==> config.mk <==
export PLATFORM = sky130hd
export DESIGN_NAME = unified_mem_arbiter
export DESIGN_NICKNAME = d
export VERILOG_FILES = /design/src/rtl/unified_mem_arbiter.sv
export SDC_FILE = /design/constraint.sdc
export NUM_CORES = 1
export LEC_CHECK = 0
export CAP_MARGIN = 20
export CORE_AREA = 2 2 78 80
export CTS_CLUSTER_DIAMETER = 40
export CTS_CLUSTER_SIZE = 40
export DETAILED_ROUTE_END_ITERATION = 8
export DIE_AREA = 0 0 80 82
export PLACE_DENSITY = 0.78
export SYNTH_ARGS = -nofsm -noshare
export SYNTH_HDL_FRONTEND = slang
export SYNTH_SLANG_ARGS = --single-unit
==> constraint.sdc <==
create_clock -name clk -period 2.3 [get_ports clk]
set_input_delay 0.345 -clock clk [delete_from_list [all_inputs] [get_ports clk]]
set_output_delay 0.345 -clock clk [all_outputs]
set_load 0.03 [all_outputs]
==> src/rtl/unified_mem_arbiter.sv <==
// unified_mem_arbiter: shares one single-port word memory between fetch and load/store, data first with a fetch starvation guard.
// Optional ARB_MISALIGN_CHK_EN adds if_err/d_err and suppresses misaligned memory accesses.
module unified_mem_arbiter #(
    parameter int ADDR_W       = 6,
    parameter int DATA_W       = 32,
    parameter int STARVE_LIMIT = 4
) (
    input  logic              clk,
    input  logic              rst_n,
    input  logic              if_req,
    input  logic [ADDR_W+1:0] if_addr,
    output logic              if_gnt,
    output logic              if_rvalid,
    output logic [DATA_W-1:0] if_rdata,
    input  logic              d_req,
    input  logic              d_we,
    input  logic [3:0]        d_be,
    input  logic [ADDR_W+1:0] d_addr,
    input  logic [DATA_W-1:0] d_wdata,
    output logic              d_gnt,
    output logic              d_rvalid,
    output logic [DATA_W-1:0] d_rdata,
`ifdef ARB_MISALIGN_CHK_EN
    output logic              if_err,
    output logic              d_err,
`endif
    output logic              mem_en,
    output logic              mem_we,
    output logic [3:0]        mem_be,
    output logic [ADDR_W-1:0] mem_addr,
    output logic [DATA_W-1:0] mem_wdata,
    input  logic [DATA_W-1:0] mem_rdata
);
    typedef enum logic [1:0] {IDLE, RESP_IF, RESP_D_RD, RESP_D_WR} state_e;
    localparam logic [3:0] LIM = 4'(STARVE_LIMIT);

    state_e     state_q, state_d;
    logic [3:0] starve_q, starve_d;
    logic       d_win, if_bad, d_bad, rsp_err;

`ifdef ARB_MISALIGN_CHK_EN
    logic err_q, err_d;
    assign if_bad = |if_addr[1:0];
    assign d_bad  = d_we && !(d_be inside {4'b0000, 4'b0001, 4'b0010, 4'b0100, 4'b1000, 4'b0011, 4'b1100, 4'b1111});
    assign err_d  = if_gnt ? if_bad : (d_gnt & d_bad);
    assign rsp_err = err_q;
    assign if_err = (state_q == RESP_IF) && err_q;
    assign d_err  = (state_q == RESP_D_RD || state_q == RESP_D_WR) && err_q;
    always_ff @(posedge clk or negedge rst_n)
        if (!rst_n) err_q <= 1'b0;
        else        err_q <= err_d;
`else
    assign if_bad  = 1'b0;
    assign d_bad   = 1'b0;
    assign rsp_err = 1'b0;
`endif
    // Byte-offset bits select nothing in a word-wide memory.
    logic unused_ok;
    assign unused_ok = &{1'b0, if_addr[1:0], d_addr[1:0]};

    assign d_win  = d_req && !(if_req && starve_q == LIM);
    assign d_gnt  = rst_n && d_win;
    assign if_gnt = rst_n && if_req && !d_win;

    assign mem_en    = (if_gnt && !if_bad) || (d_gnt && !d_bad);
    assign mem_we    = d_gnt && d_we && !d_bad;
    assign mem_be    = mem_we ? d_be : 4'b0000;
    assign mem_wdata = mem_we ? d_wdata : '0;
    assign mem_addr  = !mem_en ? '0 : d_gnt ? d_addr[ADDR_W+1:2] : if_addr[ADDR_W+1:2];

    assign starve_d = (!if_req || if_gnt) ? 4'd0 : (d_gnt && starve_q != LIM) ? starve_q + 4'd1 : starve_q;

    always_ff @(posedge clk or negedge rst_n)
        if (!rst_n) begin
            state_q  <= IDLE;
            starve_q <= 4'd0;
        end else begin
            state_q  <= state_d;
            starve_q <= starve_d;
        end

    always_comb
        state_d = if_gnt ? RESP_IF : !d_gnt ? IDLE : d_we ? RESP_D_WR : RESP_D_RD;

    always_comb begin
        if_rvalid = state_q == RESP_IF;
        d_rvalid  = state_q == RESP_D_RD || state_q == RESP_D_WR;
        if_rdata  = (if_rvalid && !rsp_err) ? mem_rdata : '0;
        d_rdata   = (state_q == RESP_D_RD && !rsp_err) ? mem_rdata : '0;
    end
endmodule

; ---- Word level (Yosys, flattened, before mapping)
; Cells that the tools add are included.
[classes]
muxes = 11
reduce_logical = 14
eq_ne = 5
add_sub_neg = 1
[ops]
columns = operator, count
row1 = $mux W32, 3
row2 = $mux W4, 3
row3 = $mux W6, 2
row4 = $logic_and A1 B1 Y1, 7
row5 = $add A4 B1 Y4 const B, 1
row6 = $eq A2 B2 Y1 const B, 2
row7 = $eq A4 B3 Y1 const B, 1
row8 = $mux W2, 2
row9 = $ne A4 B3 Y1 const B, 1
row10 = $logic_not A1 Y1, 3
row11 = $logic_or A1 B1 Y1, 3
row12 = $eq A2 B1 Y1 const B, 1
row13 = $reduce_bool A2 Y1, 1
row14 = $mux W1, 1
[totals]
elab_cells = 33
ff_bits = 6
out_inout_bits = 112

; ---- Depth between registers and ports, before layout
; Gate-level depths: netlist (run 1).
[depth]
ltp_word = 8
depth_mapped = 7

; ---- Worst setup path before layout (run 1)
; OpenSTA, ideal clock, no wires.
[synth_path]
path_kind = register to output
from = reg starve_q[0]
to = out mem_addr[0]
t_arrival_ns = 2.021
required_ns = 1.955
path_buffers = 0
stages_incl_launch_ff = 6
path_slack_ns = -0.066
path_cell_list = dfrtp_1 inv_1 ha_1 and3b_1 a21oi_1 a22o_1
[synth_via]
elab_cells_between_ends = 10
classes_between = 1 x eq/ne / 2 x mux / 7 x reduce/logical
[synth_rtl]
columns = element, line_no
row1 = from (decl), 38  ; logic [3:0] starve_q, starve_d;
row2 = from (signal assigned), 79  ; starve_q <= starve_d;
row3 = $eq A4 B3 Y1 *, 61  ; assign d_win = d_req && !(if_req && starve_q == LIM);
row4 = $logic_and A1 B1 Y1 *, 61
row5 = $logic_not A1 Y1 *, 61
row6 = $logic_and A1 B1 Y1 *, 61
row7 = $logic_and A1 B1 Y1 *, 62  ; assign d_gnt = rst_n && d_win;
row8 = via d_gnt, 20  ; output logic d_gnt,
row9 = $mux W6 or $logic_or A1 B1 Y1 (tied branches), "69, 65"
row10 = $mux W6 *, 69  ; assign mem_addr = !mem_en ? '0 : d_gnt ? d_addr[ADDR_W+1:2] : if_addr[ADDR_W+1:2];
row11 = to (decl), 30  ; output logic [ADDR_W-1:0] mem_addr,
; The timed path passes the listed nets; every way through them passes the cells marked *.

; ---- Worst setup path in the final report (run 1)
[layout_path]
from = reg starve_q[1]
to = out mem_be[3]
[layout_via]
elab_chain_len = 7
[layout_lines]
columns = element, line_no
row1 = $eq A4 B3 Y1, 61
row2 = $logic_and A1 B1 Y1, 61
row3 = $logic_not A1 Y1, 61
row4 = $logic_and A1 B1 Y1, 61
row5 = $logic_and A1 B1 Y1, 62
row6 = $logic_and A1 B1 Y1, 66  ; assign mem_we = d_gnt && d_we && !d_bad;
row7 = $mux W4, 67  ; assign mem_be = mem_we ? d_be : 4'b0000;
row8 = to (decl), 29  ; output logic [3:0] mem_be,
; No other way between the ends.

==> results of run 1 <==
[metal layers]
metal	GRT usage [%]	part of all wire, %
met5	0	0
met4	4.24	1.1
met3	4.95	14
met1	13.1	32
met2	30.7	53
[power breakdown]
group | switching (mW) | internal (mW) | leakage [nW]
combinational | 0.262 | 0.284 | 1.41
sequential | 0.00206 | 0.110 | 0.0811
clock | 0.0454 | 0.112 | 0.0216
total | 0.310 | 0.506 | 1.51
[worst max-delay path by stage]
stage / start / to
6_report: starve_q[1] / mem_be[3]
5_1_grt: starve_q[1] / mem_wdata[2]
3_3_place_gp: rst_n / mem_be[2]
4_1_cts: starve_q[1] / mem_be[2]
3_5_place_dp: rst_n / mem_be[2]
2_1_floorplan: starve_q[0] / mem_addr[0]
[cell usage in the layout, fill, tap and decap left out]
master / n
sky130_fd_sc_hd__a211oi_4: 1
sky130_fd_sc_hd__a21oi_1: 1
sky130_fd_sc_hd__a21oi_2: 1
sky130_fd_sc_hd__a22o_1: 6
sky130_fd_sc_hd__a31oi_1: 1
sky130_fd_sc_hd__a41oi_1: 1
sky130_fd_sc_hd__and2_1: 98
sky130_fd_sc_hd__and2_4: 2
sky130_fd_sc_hd__and3b_1: 1
sky130_fd_sc_hd__and3b_2: 1
sky130_fd_sc_hd__buf_12: 7
sky130_fd_sc_hd__buf_16: 1
sky130_fd_sc_hd__buf_4: 114
sky130_fd_sc_hd__clkbuf_8: 3
sky130_fd_sc_hd__clkdlybuf4s50_1: 86
sky130_fd_sc_hd__dfrtp_1: 6
sky130_fd_sc_hd__ha_1: 2
sky130_fd_sc_hd__inv_1: 4
sky130_fd_sc_hd__nand2_1: 3
sky130_fd_sc_hd__nand2b_1: 1
sky130_fd_sc_hd__nand3_1: 2
sky130_fd_sc_hd__nand3b_1: 1
sky130_fd_sc_hd__nand4b_1: 2
sky130_fd_sc_hd__nor2_1: 1
sky130_fd_sc_hd__nor2b_1: 2
sky130_fd_sc_hd__nor3_1: 1
sky130_fd_sc_hd__o21a_1: 2
sky130_fd_sc_hd__o32ai_1: 1
sky130_fd_sc_hd__o41ai_1: 1
sky130_fd_sc_hd__or2_2: 1
[cell type report]
| type | instances | area share, % |
|---|---|---|
| Timing Repair Buffer | 208 | 61.3 |
| Multi-Input combinational cell | 133 | 28.9 |
| Sequential cell | 6 | 4.89 |
| Tap cell | 75 | 3.05 |
| Clock buffer | 3 | 1.34 |
| Inverter | 4 | 0.489 |
[critical path, stage by stage, from the launching register on]
cell	delay, ns
sky130_fd_sc_hd__dfrtp_1	0.36
sky130_fd_sc_hd__inv_1	0.07
sky130_fd_sc_hd__ha_1	0.19
sky130_fd_sc_hd__and3b_2	0.26
sky130_fd_sc_hd__a211oi_4	0.23
sky130_fd_sc_hd__buf_4	0.16
sky130_fd_sc_hd__buf_12	0.12
sky130_fd_sc_hd__and2_1	0.17
sky130_fd_sc_hd__buf_12	0.13
[state kept, by name, indices dropped and copies added (netlist names)]
signal and count:
state_q 2, starve_q 4
[cell families after synthesis]
kind of cell	Yosys count
and+or+nand+nor	116
buffers and inverters	18
AOI/OAI and AO/OA	15
DFF	6
adders and majority gates	2
[repair_timing]
item	in CTS	in global routing
cloned	1	0
pin swaps	1	0
resized for setup	2	3
setup endpoints to repair	36	37
setup buffers	3	0
==> results.md, run 1 <==
- The post-synthesis share of cell area spent on and, or, nand and nor gates is 65.5%.
- The worst slew margin relative to its limit is 75.8%.
- The number of optimization iterations in the first detailed-route pass is 4.
- The maximum clock insertion buffer count is 2.
- The detailed-route wire length is between 5000 and 6000 um.
- The number of DRC violations after detailed routing is 0.
- The placed instances occupy a cell area of between 0.002 and 0.003 mm2.
- For this design, the CTS-stage hold fixing added 0 buffers.
- The share of final-layout standard cells stronger than drive strength 1 is between 30 and 40%.
- The adder and majority gate portion of the synthesized area is under 10%.
- In this run the biggest area consumer among cell types represents 56.6% of the synthesized area.
- The final hold violation count is 0.
- After detailed routing, the average wire length per cell comes to about 13 um.
- At the placement stage, the worst setup path has a slack of around 0.055 ns.
- Summing all multi-input logic gate instances after layout gives about 890 um2.
- In the final layout, flip-flops and latches occupy 150 um2.
- The pin count of the biggest net entering global routing is 34.
- The cell depth of the worst flop-to-flop path is 6.
- The setup check on the worst reg-to-reg path leaves a slack of between 0.7 and 0.8 ns.
- The post-placement cell count is ~420.
- The leakage component of the power is approximately 1.5 nW.
- The number of global-route vias before repair came to 1698.
- The ratio of total power to cell area is roughly 270 mW/mm2.
- The routed via count divided by cell count is around 4.2.
- The run finished with clean final reports.
- After layout, the worst path uses roughly 98% of the clock period.
- The number of filler instances in the final layout is 567.
- The highest ir drop seen on vdd is between 0.00015 and 0.0002 V.
- For the finished layout, the period the worst path requires is 2.26 ns.
- The final standard cell count with taps included and fillers excluded is around 430.
- The number of top-level pins is approximately 200.
- By area the synthesized netlist is led by sky130_fd_sc_hd__and2_1 57%, sky130_fd_sc_hd__dfrtp_1 14%, sky130_fd_sc_hd__a22o_1 4.8%, sky130_fd_sc_hd__clkbuf_1 2.4%, sky130_fd_sc_hd__ha_1 2.3%.
- The total number of vias is roughly 1800.
- The area enclosed by the die boundary is approximately 0.0066 mm2.
- The antenna diode instance count is 0.
- The tree is rooted in a sky130_fd_sc_hd__clkbuf_8.
- The area growth from synthesis to layout is 178%.
- The main flop type after synthesis is sky130_fd_sc_hd__dfrtp_1.
- The worst hold path belongs to the class primary input to asynchronous set/reset pin.
- Hold timing on the final database bottoms out at a slack of roughly 0.48 ns.
- After synthesis, flip-flops and latches occupy between 10% and 20% of the total area.
- After the first detailed-routing iteration, the DRC count stood at 37.
- The setup violation total in the final timing report is 0.
- The number of warnings printed during yosys synthesis is 0.
- The setup total negative slack is 0 ns.
- The category of the critical setup timing path is flop to output port.
- The insertion delay of the later-clocked pin in the worst-skew pair is approximately 0.22 ns.
- The startpoint identified for the worst register-to-register timing path is starve_q[1].
- STA classifies the critical path startpoint as a flop.
- For the pin with the worst max-slew slack, the measured transition is around 0.36 ns.
- The commonest cells after synthesis are 100 x sky130_fd_sc_hd__and2_1, 7 x sky130_fd_sc_hd__clkbuf_1, 6 x sky130_fd_sc_hd__a22o_1, 6 x sky130_fd_sc_hd__dfrtp_1.
- The number of antenna violations at the first check in global routing was 0.
- Setup repair after global routing could not meet its margin everywhere.
- In the synthesized netlist, the number of instances is around 160.
- The reg-to-reg critical path endpoint is state_q[0].
- The count of standard-cell rows is 28.
- The CTS buffer count is 3.
- The area of the placeable core is 0.00575 mm2.
- The final net count is roughly 450.
- The fraction of the mapped netlist area in compound gates is about 11%.
- The data required time of the worst path is between 1.5 and 2 ns.
- The number of enable flip-flop cells after synthesis is 0.
- The total number of clock tree sinks is 6.
- After clock tree synthesis, the clock-pin slew on the worst setup and hold paths is ~0.040 ns.
- Data arrives at the worst endpoint at roughly 1.9 ns.
- The sort of element at the end of the critical path is an output port.
- The weighted congestion reported at the end of routability-driven placement is about 0.83.
- The synthesized area divided by synthesized cell count is approximately 7.0 um2.
- The xor and xnor area share after synthesis is 0%.
- The mapped netlist covers between 0.001 and 0.0015 mm2.
- The die span in y is 82 um.
- When the netlist entered floorplanning its net count stood at 248.
- TritonCTS built the clock tree.
- Once layout is complete, the utilization of the core stands at 53.5%.
- The final max-slew violation count is 0.
- The remaining global-route overflow is 0.
- The count of unique library cells instantiated by Yosys is 25.
- The initial standard-cell utilization of the core is 19.2%.
- Derived from the worst setup path, the maximum achievable clock frequency is 442 MHz.
- The worst setup slack after layout is 0.0350 ns.
- In the global route stage, overall resource usage came out at between 10% and 20%.
- The count of maximum capacitance violations is 0.
- CTS built an H-tree with a depth of 1.
- The multiplexer share of the synthesized area is 0%.
- Detailed placement finished with a half-perimeter wire length of ~4700 um.
- By area, the combinational part of the netlist is dominated by simple AND/OR/NAND/NOR gates.
- For this run, asynchronously set or reset flops after synthesis account for between 90% and 100%.
- The worst clock skew on the final layout is approximately 0.0024 ns.
- The synthesized design contains 6 register bits.
- With fillers left out, the area of the finished cells amounts to 0.00307 mm2.
- The completed layout was analyzed and its total power is 815 uW.
- The synthesized design spends more area on one cell type than any other, namely sky130_fd_sc_hd__and2_1.
- The number of buffers added on ports is roughly 200.
- The wire length of the first global-routing pass is 7670 um.
- The horizontal die dimension is approximately 80 um.
- The maximum net fanout on the critical path is 19.
- The number of routed nets with antenna violations is 0.
- The cell with the most instances after synthesis is sky130_fd_sc_hd__and2_1.
Note: power is estimated with default switching activity, not from simulation.
==> inputs of run 2 (changes only) <==
RECOVER_POWER = 50   (was default)
==> results of run 2 <==
Same layout as run 1: the final DEF is identical, and so are final timing and power.
==> inputs of run 3 (changes only) <==
CTS_CLUSTER_SIZE = default   (was 40)
==> results of run 3 <==
Same layout as run 1: the final DEF is identical, and so are final timing and power.
